**src/rtl/instr_encoder_loader.sv**
```systemverilog
// instr_encoder_loader
// Packs mnemonic-level instruction requests into 16-bit words of the form
// {op, rd, imm} and writes them to consecutive instruction-memory addresses.
// Load bursts are started by start/base_addr/len. Each burst ends with one
// DRAIN cycle and then a one-cycle done pulse.
//
// Handshake: a request transfers on a rising edge where in_valid && in_ready.
// in_ready comes only from registered state (FSM state and the write
// pointer), so it never depends combinationally on in_valid. While in_valid
// is high and in_ready is low, the requester must hold kind/alu_op/rd/imm
// stable.
module instr_encoder_loader #(
  parameter int N      = 16,
  parameter int ADDR_W = 8,
  parameter int DEPTH  = 256
) (
  input  logic              clk,
  input  logic              rst,
  input  logic              start,
  input  logic [ADDR_W-1:0] base_addr,
  input  logic [ADDR_W:0]   len,
  input  logic              in_valid,
  output logic              in_ready,
  input  logic [2:0]        kind,
  input  logic [2:0]        alu_op,
  input  logic [3:0]        rd,
  input  logic [7:0]        imm,
  output logic              imem_we,
  output logic [ADDR_W-1:0] imem_addr,
  output logic [N-1:0]      imem_wdata,
  output logic              busy,
  output logic              done,
  output logic              err,
  output logic [1:0]        fsm_state
);

  typedef enum logic [1:0] {
    S_IDLE  = 2'd0,
    S_LOAD  = 2'd1,
    S_DRAIN = 2'd2,
    S_DONE  = 2'd3
  } state_t;

  // The pointer is one bit wider than the address so it can reach DEPTH,
  // which is the overflow marker.
  localparam logic [ADDR_W:0] DEPTH_L = (ADDR_W+1)'(DEPTH);

  state_t            state;
  logic [ADDR_W:0]   ptr;
  logic [ADDR_W:0]   cnt;
  logic [ADDR_W:0]   len_q;
  logic              ovf;
  logic              accept;
  logic              illegal;
  logic [3:0]        op;
  logic [N-1:0]      word;
  logic [ADDR_W:0]   cnt_next;

  assign ovf       = (ptr == DEPTH_L);
  assign in_ready  = (state == S_LOAD) && !ovf;
  assign accept    = in_valid && in_ready;
  assign busy      = (state == S_LOAD) || (state == S_DRAIN);
  assign fsm_state = state;
  assign cnt_next  = cnt + 1'b1;
  assign word      = N'({op, rd, imm});

  // Map kind/alu_op to the opcode nibble and flag requests that have no encoding.
  always_comb begin
    op      = 4'b0000;
    illegal = 1'b0;
    case (kind)
      3'd0: op = 4'b0000;
      3'd1: begin
        op      = {1'b0, alu_op};
        illegal = (alu_op == 3'b000);
      end
      3'd2: op = 4'b1000;
      3'd3: op = 4'b1001;
      3'd4: op = 4'b1010;
      3'd5: op = 4'b1100;
      3'd6: op = 4'b1101;
      default: illegal = 1'b1;
    endcase
  end

  // Burst FSM: holds the write pointer, the accept counter and all registered outputs.
  always_ff @(posedge clk or posedge rst) begin
    if (rst) begin
      state      <= S_IDLE;
      ptr        <= '0;
      cnt        <= '0;
      len_q      <= '0;
      imem_we    <= 1'b0;
      imem_addr  <= '0;
      imem_wdata <= '0;
      done       <= 1'b0;
      err        <= 1'b0;
    end else begin
      imem_we <= 1'b0;
      done    <= 1'b0;
      case (state)
        S_IDLE: begin
          if (start) begin
            ptr   <= {1'b0, base_addr};
            len_q <= len;
            cnt   <= '0;
            err   <= 1'b0;
            if (len == '0) begin
              state <= S_DONE;
              done  <= 1'b1;
            end else begin
              state <= S_LOAD;
            end
          end
        end
        S_LOAD: begin
          if (ovf) begin
            // The pointer ran off the end of memory, so the burst is truncated.
            err   <= 1'b1;
            state <= S_DRAIN;
          end else if (accept) begin
            cnt <= cnt_next;
            if (illegal) begin
              err <= 1'b1;
            end else begin
              imem_we    <= 1'b1;
              imem_addr  <= ptr[ADDR_W-1:0];
              imem_wdata <= word;
              ptr        <= ptr + 1'b1;
            end
            if (cnt_next == len_q) state <= S_DRAIN;
          end
        end
        S_DRAIN: begin
          state <= S_DONE;
          done  <= 1'b1;
        end
        default: begin
          state <= S_IDLE;
        end
      endcase
    end
  end

endmodule

```
**config.mk**
```make
export PLATFORM = sky130hd
export DESIGN_NAME = instr_encoder_loader
export DESIGN_NICKNAME = d
export VERILOG_FILES = /design/src/rtl/instr_encoder_loader.sv
export SDC_FILE = /design/constraint.sdc
export NUM_CORES = 1
export LEC_CHECK = 0
export ABC_AREA = 1
export CORE_MARGIN = 1.5
export CORE_UTILIZATION = 44
export CTS_BUF_LIST = sky130_fd_sc_hd__clkbuf_4
export CTS_CLUSTER_SIZE = 8
export DETAILED_ROUTE_END_ITERATION = 16
export GPL_TIMING_DRIVEN = 0
export PLACE_DENSITY = 0.72
export SYNTH_ARGS = -nofsm -noshare
export SYNTH_HDL_FRONTEND = slang
export SYNTH_SLANG_ARGS = --single-unit
```
**constraint.sdc**
```tcl
create_clock -name clk -period 4.9 [get_ports clk]
set_input_delay 0.49 -clock clk [delete_from_list [all_inputs] [get_ports clk]]
set_output_delay 0.49 -clock clk [all_outputs]
set_load 0.02 [all_outputs]
```
==> results.py, run 1 <==
metrics = {
    "clock_tree": {
        "clock-root-buffer": "clkbuf_4",
        "cts_tree": "done",
        "ctsHoldBuffers": 0,
        "clock_sinks": 56,
        "cts_buffer_depth": 2,
        "numCtsBuffers": 5,
        "htreeDepth": 2,
        "path_clk_slew_ns": 0.16,
        "clock_latency_ns": 0.38,
        "cts_setup_buffers": 0,
        "cts-resized-gates": 0,
    },
    "logic_synthesis": {
        "synth_edf_count": 0,
        "syn-num-nets": 435,
        "syn_area_per_cell_um2": 7.742,
        "syn_inst": 389,
        "synth-seq-cells": 56,
        "syn_area_mm2": 0.003012,
        "ys.flop_type": "dfrtp_1",
        "synth_cell_types": 33,
        "synth.yosys.seq_area_share_pct": 46.53,
        "yosysWarnings": 0,
        "synthArstFlopShare_pct": 100.0,
    },
    "pwr": {
        "sequentialPowerShare_pct": 36.6,
        "p_leak_nw": 1.881,
        "combPwrFrac_pct": 54.0,
        "powerDensity_mw_per_mm2": 555.6,
        "p_switching_w": 0.0009632,
        "p_clk_share_pct": 9.4,
        "p_int_w": 0.001190,
        "swShare_pct": 44.74,
        "ir_drop_uv": 352.4,
    },
    "sta": {
        "skew_ns": 0.01273,
        "fin_tns_setup_ns": 0,
        "slew_headroom_pct": 59.11,
        "worst_slew_pin_slew_ns": 0.6124,
        "min_period_over_period_pct": 56.86,
        "fin_crit_ns": 2.786,
        "rsz0062_at_grt": "false",
        "fmax_ghz": 0.3589,
        "slew_violations": 0,
        "finalSetupViolCount": 0,
        "hold_viol": 0,
    },
    "worst_setup_path": {
        "cp-end-kind": "primary output",
        "cp-startpoint": "fsm_state[1]",
        "r2r_setup_slack_ns": 2.85,
        "rr_endpoint": "ptr[0]",
        "r2r_start": "fsm_state[1]",
        "path_class": "flip-flop to primary output",
        "start_kind": "flip-flop",
        "critPathArrivalTime_ns": 2.30,
        "reg2regPathDepth": 12,
        "critical_path_peak_fanout": 9,
        "required_ns": 4.41,
    },
    "drt": {
        "drcViolationCount": 0,
        "vias": 2707,
        "wl_um": 6870,
        "drt_first_pass_iters": 4,
        "drtIter0Drc": 158,
        "via_per_inst": 4.976,
        "wire_per_inst_um": 12.63,
        "ant_nets": 0,
    },
    "floorplan": {
        "core_area_mm2": 0.006495,
        "dieArea_mm2": 0.007350,
        "die_w_um": 85.73,
        "die_h_um": 85.73,
        "start_util_pct": 46.37,
        "io_pins": 70,
        "rows": 29,
    },
    "status": {
        "outcome": "finished, final reports clean",
    },
    "final_layout": {
        "mostFrequentLayoutCells": "nand2_1, clkdlybuf4s50_1, dfrtp_1",
        "nets": 512,
        "final_common_cell": "nand2_1",
        "fin_area_mm2": 0.003875,
        "synthToLayoutAreaGrowth_pct": 28.67,
        "drive_gt1_share_pct": 7.709,
        "fill_cells": 613,
        "n_antenna_cell": 0,
    },
    "placement": {
        "port_buffers": 69,
        "globalplace.congestion": 0.9026,
        "dp_hpwl_um": 5251,
        "post_dp_cell_area_mm2": 0.003819,
    },
    "hold_path": {
        "min_path_type": "primary input to async pin",
    },
    "grt": {
        "grt_pass1_wl_um": 11830,
        "grt_pass1_vias": 2587,
        "antenna_found_initial": 0,
        "gr-usage-all-layers_pct": 20.08,
        "grt_overflow": 0,
        "grt_max_degree": 30,
    },
    "run": {
        "cap_viol_max_count": 0,
    },
}
metal layers:
metal	GRT usage (%)	vias up	share of wire [%]
met3	3.465	6	4.4
met4	4.252	0	0.89
li1	-	1386	-
met1	28.14	1233	47
met5	0	-	0
met2	32.93	82	48
metrics by stage:
step | hold slack [ns] | instances | setup slack (ns) | util, % | power (W)
detailed placement | 0.4652 | 536 | 2.537 | 58.79 | 0.001966
global placement | 0.4641 | 535 | 1.986 | 58.49 | 0.001938
CTS | 0.4919 | 544 | 2.088 | 59.66 | 0.002176
global route | 0.5198 | 544 | 1.945 | 59.66 | 0.002340
finish | 0.4807 | 544 | 2.114 | 59.66 | 0.002153
floorplan | 0.4690 | 389 | 2.979 | - | 0.001518
Yosys cell counts, types with 2 or more instances:
library cell | n | area, um^2
nand2_4 | 2 | 22.52
nand2_1 | 153 | 574.3
nand3_1 | 25 | 125.1
inv_1 | 45 | 168.9
clkbuf_1 | 2 | 7.510
nor4_1 | 3 | 18.77
nand3b_1 | 2 | 15.01
o21ai_2 | 6 | 52.55
inv_2 | 2 | 7.510
nor2_1 | 12 | 45.04
o31ai_1 | 5 | 37.54
xor2_1 | 4 | 35.03
xnor2_1 | 2 | 17.52
o21ai_0 | 30 | 150.1
buf_4 | 3 | 22.52
nor2_2 | 2 | 12.51
ha_1 | 7 | 87.58
nand4_1 | 5 | 31.28
buf_2 | 4 | 20.02
dfrtp_1 | 56 | 1401
a21oi_1 | 7 | 35.03
power by group through the flow:
stage	Clock, W	Sequential (W)	Combinational [W]
final	0.000202	0.000789	0.00116
after global routing	0.000227	0.000815	0.00130
after CTS	0.000212	0.000791	0.00117
after detailed placement	0	0.000802	0.00116
after global placement	0	0.000793	0.00115
after floorplan	0	0.000909	0.000609
state kept, by name, summed over array words and instances (netlist names), 2 cells and up:
name        flops
fsm_state       2
len_q           9
ptr             9
cnt             9
imem_wdata     16
imem_addr       8
critical path, stage by stage (launching register included):
cell and delay [ns]:
dfrtp_1 0.45, inv_1 0.10, ha_1 0.14, buf_2 0.21, inv_2 0.11, a21oi_4 0.24
clkdlybuf4s50_1 0.66
worst max path at each step:
stage	endpoint	cells after the start
floorplan	ptr[0]	12
global placement	imem_addr[3]	2
detailed placement	in_ready	6
CTS	in_ready	6
global route	in_ready	6
finish	in_ready	6
area by class of cell:
| cell class | count | area (um^2) | share of cell area [%] |
|---|---|---|---|
| clock buffer | 5 | 37.54 | 0.9687 |
| timing repair buffer | 70 | 710.7 | 18.34 |
| multi-input combinational | 274 | 1363 | 35.16 |
| inverter | 49 | 186.4 | 4.811 |
| buffer | 10 | 61.31 | 1.582 |
| tap | 77 | 96.34 | 2.486 |
| sequential | 56 | 1401 | 36.16 |
| clock inverter | 3 | 18.77 | 0.4843 |
cells by family (layout without fill, tap and decap cells):
logic type               count (synthesis)  count (layout)  share of synthesized area, %
AO/OA/AOI/OAI                           51              51                         10.34
AND/OR/NAND/NOR                        209             209                         29.91
buffers and inverters                   59             137                         8.226
flip-flops                              56              56                         46.53
multiplexers                             1               1                        0.3324
XOR/XNOR                                 6               6                         1.745
adder cells (fa/ha/maj)                  7               7                         2.908
Note: power is estimated with default switching activity, not from simulation.
==> run 2, diff against run 1 <==
==> constraint.sdc (replaced) <==
create_clock -name clk -period 2.7 [get_ports clk]
set_input_delay 0.27 -clock clk [delete_from_list [all_inputs] [get_ports clk]]
set_output_delay 0.27 -clock clk [all_outputs]
set_load 0.02 [all_outputs]
==> results.py, run 2 (synthesis gave the netlist of run 1 again) <==
metrics = {
    "status": {
        "outcome": "finished, final reports clean",
    },
    "sta": {
        "fmax_ghz": 0.4572,
        "worst_slew_pin_slew_ns": 0.6124,
        "hold_ws_ns": 0.2608,
        "hold_viol": 0,
        "min_period_over_period_pct": 81.01,
        "slew_violations": 0,
        "finalSetupViolCount": 0,
        "fin_crit_ns": 2.187,
        "rsz0062_at_grt": "false",
        "fin_tns_setup_ns": 0,
        "slew_headroom_pct": 59.11,
        "skew_ns": 0.01274,
    },
    "grt": {
        "gr-usage-all-layers_pct": 20.08,
        "grt_max_degree": 30,
        "grt_overflow": 0,
        "grt_pass1_vias": 2587,
        "grt_pass1_wl_um": 11830,
        "antenna_found_initial": 0,
    },
    "worst_setup_path": {
        "start_kind": "flip-flop",
        "cp_slowest_cell": "dfrtp_1",
        "cp_cell_sequence": "inv_1 > ha_1 > buf_2 > inv_2 > a21oi_4 > dlymetal6s2s_1",
        "critical_path_peak_fanout": 9,
        "critPathArrivalTime_ns": 1.92,
        "path_class": "flip-flop to primary output",
        "cp-end-kind": "primary output",
        "cpPeakStageDelay_ns": 0.45,
        "critPathBufInv": 4,
        "r2r_setup_slack_ns": 0.63,
        "critical-path-top-delay-family": "buffers and inverters",
        "required_ns": 2.43,
    },
    "drt": {
        "drtIter0Drc": 130,
        "via_per_inst": 4.967,
        "wire_per_inst_um": 12.68,
        "wl_um": 6899,
        "ant_nets": 0,
        "drcViolationCount": 0,
        "vias": 2702,
        "drt_first_pass_iters": 4,
    },
    "final_layout": {
        "synthToLayoutAreaGrowth_pct": 28.75,
        "nets": 512,
        "mostFrequentLayoutCells": "nand2_1, clkdlybuf4s50_1, dfrtp_1",
        "largest_reg_flops": 16,
        "final_common_cell": "nand2_1",
        "largest_register": "imem_wdata",
        "drive_gt1_share_pct": 7.709,
        "n_antenna_cell": 0,
        "fill_cells": 613,
    },
    "pwr": {
        "p_int_w": 0.002158,
        "sequentialPowerShare_pct": 36.6,
        "swShare_pct": 44.79,
        "combPwrFrac_pct": 54.0,
        "p_switching_w": 0.001751,
        "ir_drop_uv": 640.5,
        "powerDensity_mw_per_mm2": 1008,
        "p_clk_share_pct": 9.4,
        "p_leak_nw": 1.894,
    },
    "floorplan": {
        "core_area_mm2": 0.006495,
        "dieArea_mm2": 0.007350,
        "start_util_pct": 46.37,
        "die_h_um": 85.73,
        "io_pins": 70,
        "rows": 29,
        "die_w_um": 85.73,
    },
    "clock_tree": {
        "clock_sinks": 56,
        "clock-root-buffer": "clkbuf_4",
        "htreeDepth": 2,
        "path_clk_slew_ns": 0.16,
        "cts_tree": "done",
        "numCtsBuffers": 5,
        "cts_buffer_depth": 2,
        "clock_latency_ns": 0.38,
    },
    "run": {
        "cap_viol_max_count": 0,
    },
    "placement": {
        "port_buffers": 69,
        "dp_hpwl_um": 5251,
        "globalplace.congestion": 0.9026,
    },
    "hold_path": {
        "min_path_type": "primary input to async pin",
    },
}
==> run 2: per-layer routing <==
| layer | up-vias | track usage [%] | routed length (um) |
|---|---|---|---|
| met5 | - | 0 | 0 |
| met4 | 0 | 4.252 | 44 |
| met3 | 4 | 3.465 | 310 |
| met2 | 83 | 32.93 | 3291 |
| met1 | 1228 | 28.14 | 3253 |
| li1 | 1387 | - | - |
==> run 2: final cells by class <==
| cell class | instances | area (um^2) | share of cell area [%] |
|---|---|---|---|
| plain buffers | 10 | 61.31 | 1.581 |
| clock buffers | 5 | 37.54 | 0.9681 |
| clock inverters | 3 | 18.77 | 0.4840 |
| inverters | 49 | 186.4 | 4.808 |
| multi-input cells | 274 | 1363 | 35.14 |
| flip-flops and latches | 56 | 1401 | 36.14 |
| well taps | 77 | 96.34 | 2.485 |
| repair buffers | 70 | 713.2 | 18.39 |
==> run 2: power by group through the flow <==
stage	clock network, W	registers, W	logic (W)
2_1_floorplan	0	0.00165	0.00110
3_3_place_gp	0	0.00144	0.00208
3_5_place_dp	0	0.00146	0.00211
4_1_cts	0.000385	0.00144	0.00213
5_1_grt	0.000411	0.00148	0.00235
6_report	0.000366	0.00143	0.00211
==> run 2: worst reg2reg max path, stage by stage (launching register included) <==
cell	delay, ns
dfrtp_1	0.45
inv_1	0.10
ha_1	0.14
buf_2	0.22
inv_2	0.12
a21oi_4	0.25
nand3_4	0.20
nand2_4	0.11
nand2_4	0.07
inv_4	0.08
buf_6	0.16
nand2_1	0.08
o21ai_2	0.05
==> run 2: worst paths after layout <==
check,from,to,cells past startpoint
min in group clk,rd[1],imem_wdata[9],3
min reg2reg,imem_wdata[3],imem_wdata[3],2
max,fsm_state[1],in_ready,6
min,rst,imem_wdata[8],2
max reg2reg,fsm_state[1],ptr[0],12
max in group asynchronous,rst,imem_wdata[10],3
==> run 2: through the flow <==
step	power (W)	cell area (um^2)	utilization [%]	worst slack [ns]	std cells
5_1_grt	0.004244	3877	59.70	0.3651	544
4_1_cts	0.003949	3875	59.66	0.1085	544
6_report	0.003909	3877	59.70	0.5127	544
3_5_place_dp	0.003568	3819	58.79	0.5566	536
3_3_place_gp	0.003517	3799	58.49	0.006166	535
2_1_floorplan	0.002755	3012	-	0.7787	389
==> run 2: timing repair <==
| action | CTS | global route |
|---|---|---|
| endpoints found under the setup margin | 0 | 1 |
| buffers inserted | 0 | 0 |
| hold buffers | 0 | 0 |
| resized for setup | 0 | 1 |
